## config.mk

```make
export PLATFORM = sky130hd
export DESIGN_NAME = enhance_ctrl
export DESIGN_NICKNAME = d
export VERILOG_FILES = /design/src/rtl/enhance_ctrl.sv
export SDC_FILE = /design/constraint.sdc
export NUM_CORES = 1
export LEC_CHECK = 0
export CORE_MARGIN = 1.5
export CORE_UTILIZATION = 60
export DETAILED_ROUTE_END_ITERATION = 6
export GPL_TIMING_DRIVEN = 0
export HOLD_SLACK_MARGIN = 0.03
export PLACE_DENSITY = 0.81
export SYNTH_ARGS = -nofsm -noshare
export SYNTH_HDL_FRONTEND = slang
export SYNTH_SLANG_ARGS = --single-unit
```

## constraint.sdc

```tcl
create_clock -name clk -period 4.1 [get_ports clk]
set_input_delay 0.82 -clock clk [delete_from_list [all_inputs] [get_ports clk]]
set_output_delay 0.82 -clock clk [all_outputs]
set_load 0.02 [all_outputs]
```

## src/rtl/enhance_ctrl.sv

```systemverilog
// Front-panel button controller for the HSV enhance stage: auto-repeat, long-press reset, enable toggle.
// Optional acceleration to one step per frame is enabled by defining ENHANCE_CTRL_ACCEL_EN.
module enhance_ctrl #(
   parameter int unsigned REPEAT_DELAY  = 30,
   parameter int unsigned REPEAT_PERIOD = 4,
   parameter int unsigned ACCEL_AFTER   = 8,
   parameter int unsigned RESET_HOLD    = 60,
   parameter bit          EN_INIT       = 1'b1
) (
   input  logic clk,
   input  logic rst_n,
   input  logic vsync,
   input  logic btn_up,
   input  logic btn_down,
   input  logic btn_left,
   input  logic btn_right,
   input  logic btn_center,
   output logic inc_saturation,
   output logic dec_saturation,
   output logic inc_brightness,
   output logic dec_brightness,
   output logic enhance_en,
   output logic busy
);

   if (REPEAT_DELAY < 1 || REPEAT_DELAY > 255) begin : g_chk_rd
      $error("REPEAT_DELAY out of range");
   end
   if (REPEAT_PERIOD < 1 || REPEAT_PERIOD > 255) begin : g_chk_rp
      $error("REPEAT_PERIOD out of range");
   end
   if (ACCEL_AFTER < 1 || ACCEL_AFTER > 255) begin : g_chk_aa
      $error("ACCEL_AFTER out of range");
   end
   if (RESET_HOLD < 2 || RESET_HOLD > 255) begin : g_chk_rh
      $error("RESET_HOLD out of range");
   end

`ifdef ENHANCE_CTRL_ACCEL_EN
   typedef enum logic [2:0] {
      IDLE, DELAY, REPEAT, FAST, CHOLD, CWAIT
   } state_t;
`else
   typedef enum logic [2:0] {
      IDLE, DELAY, REPEAT, CHOLD, CWAIT
   } state_t;
`endif

   state_t     state;
   logic [4:0] btn_s1;
   logic [4:0] btn_s2;
   logic       vsync_q;
   logic       tick;
   logic [3:0] dir;
   logic       center;
   logic       dir_valid;
   logic [3:0] d_cur;
   logic [3:0] key;
   logic [3:0] req;
   logic [7:0] cnt;
   logic [7:0] cnt_inc;
   logic [3:0] step_req;

   // Direction bits ordered {right,left,up,down} so they map 1:1 onto req.
   always_ff @(posedge clk or negedge rst_n) begin
      if (!rst_n) begin
         btn_s1  <= '0;
         btn_s2  <= '0;
         vsync_q <= 1'b0;
      end else begin
         btn_s1  <= {btn_center, btn_right, btn_left, btn_up, btn_down};
         btn_s2  <= btn_s1;
         vsync_q <= vsync;
      end
   end

   assign tick      = vsync & ~vsync_q;
   assign center    = btn_s2[4];
   assign dir       = btn_s2[3:0];
   assign dir_valid = !center && (dir != 4'd0) && ((dir & (dir - 4'd1)) == 4'd0);
   assign d_cur     = dir_valid ? dir : 4'd0;
   assign cnt_inc   = (cnt == 8'hFF) ? cnt : cnt + 8'd1;
   assign step_req  = enhance_en ? key : 4'd0;

`ifdef ENHANCE_CTRL_ACCEL_EN
   logic [7:0] rep;
   logic [7:0] rep_inc;
   assign rep_inc = (rep == 8'hFF) ? rep : rep + 8'd1;
`endif

   always_ff @(posedge clk or negedge rst_n) begin
      if (!rst_n) begin
         state      <= IDLE;
         cnt        <= '0;
         key        <= '0;
         req        <= '0;
         enhance_en <= EN_INIT;
`ifdef ENHANCE_CTRL_ACCEL_EN
         rep        <= '0;
`endif
      end else if (tick) begin
         req <= '0;
         unique case (state)
            IDLE: begin
               if (center) begin
                  cnt   <= 8'd1;
                  state <= CHOLD;
               end else if (dir_valid) begin
                  req   <= enhance_en ? dir : 4'd0;
                  key   <= dir;
                  cnt   <= '0;
`ifdef ENHANCE_CTRL_ACCEL_EN
                  rep   <= '0;
`endif
                  state <= DELAY;
               end
            end
            CHOLD: begin
               if (center) begin
                  cnt <= cnt_inc;
                  if (cnt_inc == 8'(RESET_HOLD)) begin
                     req   <= 4'hF;
                     state <= CWAIT;
                  end
               end else begin
                  enhance_en <= ~enhance_en;
                  state      <= IDLE;
               end
            end
            CWAIT: begin
               if (!center) state <= IDLE;
            end
            default: begin
               // Any change of the held key restarts or abandons the repeat.
               if (d_cur != key) begin
                  if (dir_valid) begin
                     req   <= enhance_en ? dir : 4'd0;
                     key   <= dir;
                     cnt   <= '0;
`ifdef ENHANCE_CTRL_ACCEL_EN
                     rep   <= '0;
`endif
                     state <= DELAY;
                  end else begin
                     state <= IDLE;
                  end
               end else if (state == DELAY) begin
                  cnt <= cnt_inc;
                  if (cnt_inc == 8'(REPEAT_DELAY)) begin
                     req   <= step_req;
                     cnt   <= '0;
`ifdef ENHANCE_CTRL_ACCEL_EN
                     rep   <= 8'd1;
`endif
                     state <= REPEAT;
                  end
               end else if (state == REPEAT) begin
                  cnt <= cnt_inc;
                  if (cnt_inc == 8'(REPEAT_PERIOD)) begin
                     req <= step_req;
                     cnt <= '0;
`ifdef ENHANCE_CTRL_ACCEL_EN
                     rep <= rep_inc;
                     if (rep_inc >= 8'(ACCEL_AFTER)) state <= FAST;
`endif
                  end
               end else begin
                  req <= step_req;
               end
            end
         endcase
      end
   end

   assign inc_saturation = req[3];
   assign dec_saturation = req[2];
   assign inc_brightness = req[1];
   assign dec_brightness = req[0];
   assign busy           = (state != IDLE);

endmodule
```

==> key figures <==
Flow run
  • MaxCap Viol Count: 0

Clock tree
  • Clk pin slew, worst setup/hold paths: 0.11 ns
  • Clock net sink count: 31
  • H-tree depth: 2
  • Setup Fix Bufs, Post-CTS: 0
  • Hold buffer count at cts: 0
  • Post-CTS sizing: 0
  • Clock Tree Root: clkbuf_4
  • Worst skew pair latency: 0.34 ns
  • CTS Buf Count: 5
  • CTS Buffer Depth: 2
  • CTS tree: done

Setup path
  • Worst path required time: 3.28 ns
  • Critical Path Fanout Max: 10
  • Setup CP Type: flop to output port
  • Crit path arrival time: 2.37 ns
  • Crit end category: output port
  • Setup crit start kind: flop

Final layout
  • ANT cells: 0
  • Fin area: 2275 um^2
  • Post-Layout Cell Count: 289
  • Area growth from synthesis to layout: 13.27%
  • Final Util: 72.72%
  • Final Net Count: 253
  • Layout cells sized above 1: 12.24%

Die
  • Die height: 60.85 um
  • I/O pin count: 14
  • Row cnt: 20
  • Die Width: 60.85 um
  • Total Die Area: 3703 um^2
  • Core area: 3128 um^2
  • Initial core utilization: 64.20%

Placement
  • Placed Area: 2193 um^2
  • Detail Placement HPWL: 3620 um
  • Final GP Congestion: 0.8868
  • Port bufs: 13
  • DP Worst Slack: 1.174 ns
  • Cells after DPL: 281

Timing
  • Unrepaired setup endpoints after global routing: false
  • Fin. max-slew vios: 0
  • Relative slew slack: 55.91%
  • Final hold vios: 0
  • Max Fclk: 313.1 MHz
  • Min cycle time layout: 3.194 ns
  • TNS Setup: 0 ns
  • Worst-Margin Slew: 0.6613 ns
  • Period utilisation layout: 77.89%
  • Min setup slack post-route: 0.9065 ns
  • Worst Skew: 0.01184 ns
  • Final setup fails: 0

GRT
  • Antenna violations before repair: 0
  • Largest net degree at the start of global routing: 32
  • Number of global-route vias before repair: 1763
  • Global route overflow: 0
  • Global-route wire length before repair: 8300 um
  • Total GRT Usage: 30.35%

Synthesis
  • Synth Area in Simple Gates: 27.60%
  • Mean Syn Cell Area: 8.965 um^2
  • Share of async-settable or async-resettable flops after synthesis: 100.0%
  • Syn nets: 233
  • Post-synthesis xor/xnor area fraction: 1.745%
  • Mapped Cells: 224
  • Post-synthesis mux area share: 2.243%
  • Netlist Area Pre-Place: 2008 um^2
  • Synth Area in Compound Gates: 24.61%
  • Yosys cell types: 60
  • Register area share after synthesis: 38.69%
  • Synthesized flop and latch total: 31
  • Adder-Cell Fraction of Synth Area: 0.6231%
  • Synth warn: 0
  • EDFF count, synth: 0
  • Main synth FF type: dfrtp_1
  • Main combinational cell family by area after synthesis: simple AND/OR/NAND/NOR gates

Power and ir drop
  • Leak: 0.9378 nW
  • Net Sw Frac: 42.94%
  • Pwr/cell area: 627.2 nW/um^2
  • Flop pwr share: 32.0%
  • Comb pwr share: 50.1%
  • Internal power: 0.0008141 W
  • Peak supply drop: 267.1 uV
  • Clock power share: 18.0%
  • Sw power: 0.0006126 W

Detailed routing
  • Vias per std cell: 6.637
  • Total number of vias: 1918
  • Drt drc: 0
  • Final ANT Viol Nets: 0
  • DR iter-0 viols: 210
  • Pre-antenna DRT Iters: 4
  • Wire per inst: 17.24 um
  • Post-Route WL: 4981 um

Hold path
  • Worst Hold Class: flop to flop

Outcome
  • Status: finished, final reports clean
## metrics by stage
stage                     hold WS [ns]  power (W)
after floorplan                 0.3312  0.0009514
after global placement          0.3323   0.001119
after detailed placement        0.3358   0.001156
final                           0.3416   0.001427
after global routing            0.3614   0.001513
after CTS                       0.3509   0.001419
## area by class of cell
cell class / count / area [um^2]
multi-input combinational: 175 / 1141
fill: 252 / 853.3
sequential: 31 / 777.0
timing repair buffer: 13 / 125.1
buffer: 14 / 75.07
tap: 44 / 55.05
clock buffer: 6 / 51.30
clock inverter: 2 / 35.03
inverter: 4 / 15.01
## layout by cell type, fill, tap and decap left out, types with 2 or more instances in the layout
| cell type | instances |
|---|---|
| a211oi_1 | 5 |
| a21oi_1 | 10 |
| a21oi_2 | 2 |
| a221oi_1 | 2 |
| a22o_1 | 2 |
| a311o_1 | 2 |
| a31oi_1 | 5 |
| and2_1 | 3 |
| and3_1 | 8 |
| buf_2 | 10 |
| clkbuf_1 | 2 |
| clkbuf_4 | 5 |
| clkdlybuf4s50_1 | 12 |
| dfrtp_1 | 30 |
| inv_1 | 4 |
| mux2_1 | 4 |
| nand2_1 | 13 |
| nand2b_1 | 3 |
| nand3_1 | 4 |
| nand4_1 | 10 |
| nor2_1 | 22 |
| nor2b_1 | 8 |
| nor3_1 | 10 |
| nor4bb_1 | 4 |
| o211ai_1 | 3 |
| o21a_1 | 2 |
| o21ai_0 | 6 |
| o21ai_1 | 5 |
| o221ai_1 | 2 |
| o22a_1 | 3 |
| o22ai_1 | 2 |
| or2_1 | 2 |
| or3_1 | 6 |
| xnor2_1 | 2 |
| xor2_1 | 2 |
## final timing paths
| path | startpoint | to | slack [ns] | cells past startpoint |
|---|---|---|---|---|
| max in group asynchronous | rst_n | btn_s1[3]$_DFF_PN0_ | 3.16 | 1 |
| worst min-delay path | btn_s1[0]$_DFF_PN0_ | btn_s2[0]$_DFF_PN0_ | 0.34 | 0 |
| worst min register to register | btn_s1[0]$_DFF_PN0_ | btn_s2[0]$_DFF_PN0_ | 0.34 | 0 |
| worst max register to register | cnt[0]$_DFFE_PN0P_ | req[0]$_DFFE_PN0P_ | 1.40 | 9 |
| min in group asynchronous | rst_n | state[1]$_DFFE_PN0P_ | 0.49 | 1 |
| worst max-delay path | state[0]$_DFFE_PN0P_ | busy | 0.91 | 5 |
## flip-flops by register name, indices dropped and copies added (netlist names)
register	cells
state	3
enhance_en	1
key	4
cnt	8
vsync_q	1
btn_s2	5
btn_s1	5
req	4
## per-layer routing
metal | share of wire (%) | GRT usage (%)
met5 | 0 | 0
met3 | 6.8 | 5.970
met4 | 1.9 | 10.56
met1 | 41 | 40.54
met2 | 51 | 49.31
## power groups by stage
stage	registers, W	logic, W	clock network, W
after detailed placement	0.000460	0.000696	0
final	0.000456	0.000714	0.000256
after CTS	0.000455	0.000702	0.000262
after floorplan	0.000470	0.000482	0
after global routing	0.000466	0.000775	0.000271
after global placement	0.000450	0.000668	0
## cell usage after synthesis, types with 2 or more instances
master	n	share of area [%]
a211oi_1	5	1.9
a21oi_1	10	2.5
a21oi_2	2	0.87
a221oi_1	2	0.87
a22o_1	2	0.87
a311o_1	2	1.0
a31oi_1	5	1.6
and2_1	3	0.93
and3_1	8	2.5
buf_2	9	2.2
clkbuf_1	2	0.37
dfrtp_1	30	37
inv_1	4	0.75
mux2_1	4	2.2
nand2_1	13	2.4
nand2b_1	3	0.93
nand3_1	4	1.0
nand4_1	10	3.1
nor2_1	22	4.1
nor2b_1	8	2.5
nor3_1	10	2.5
nor4bb_1	4	2.0
o211ai_1	3	1.1
o21a_1	2	0.75
o21ai_0	6	1.5
o21ai_1	5	1.2
o221ai_1	2	0.87
o22a_1	3	1.3
o22ai_1	2	0.62
or2_1	2	0.62
or3_1	6	1.9
xnor2_1	2	0.87
xor2_1	2	0.87
## cell families after synthesis
family / after synthesis
mux: 4
fa+ha+maj: 1
buf+inv: 18
xor+xnor: 4
compound gates: 66
simple gates: 100
flops: 31
## worst max-delay path, cell delays in order (launching register included)
cell and delay (ns):
dfrtp_1 0.42, buf_1 0.26, or2_1 0.35, nor2_1 0.34, inv_1 0.11, clkdlybuf4s50_1 0.55
Power figures use the tool's default switching activity.
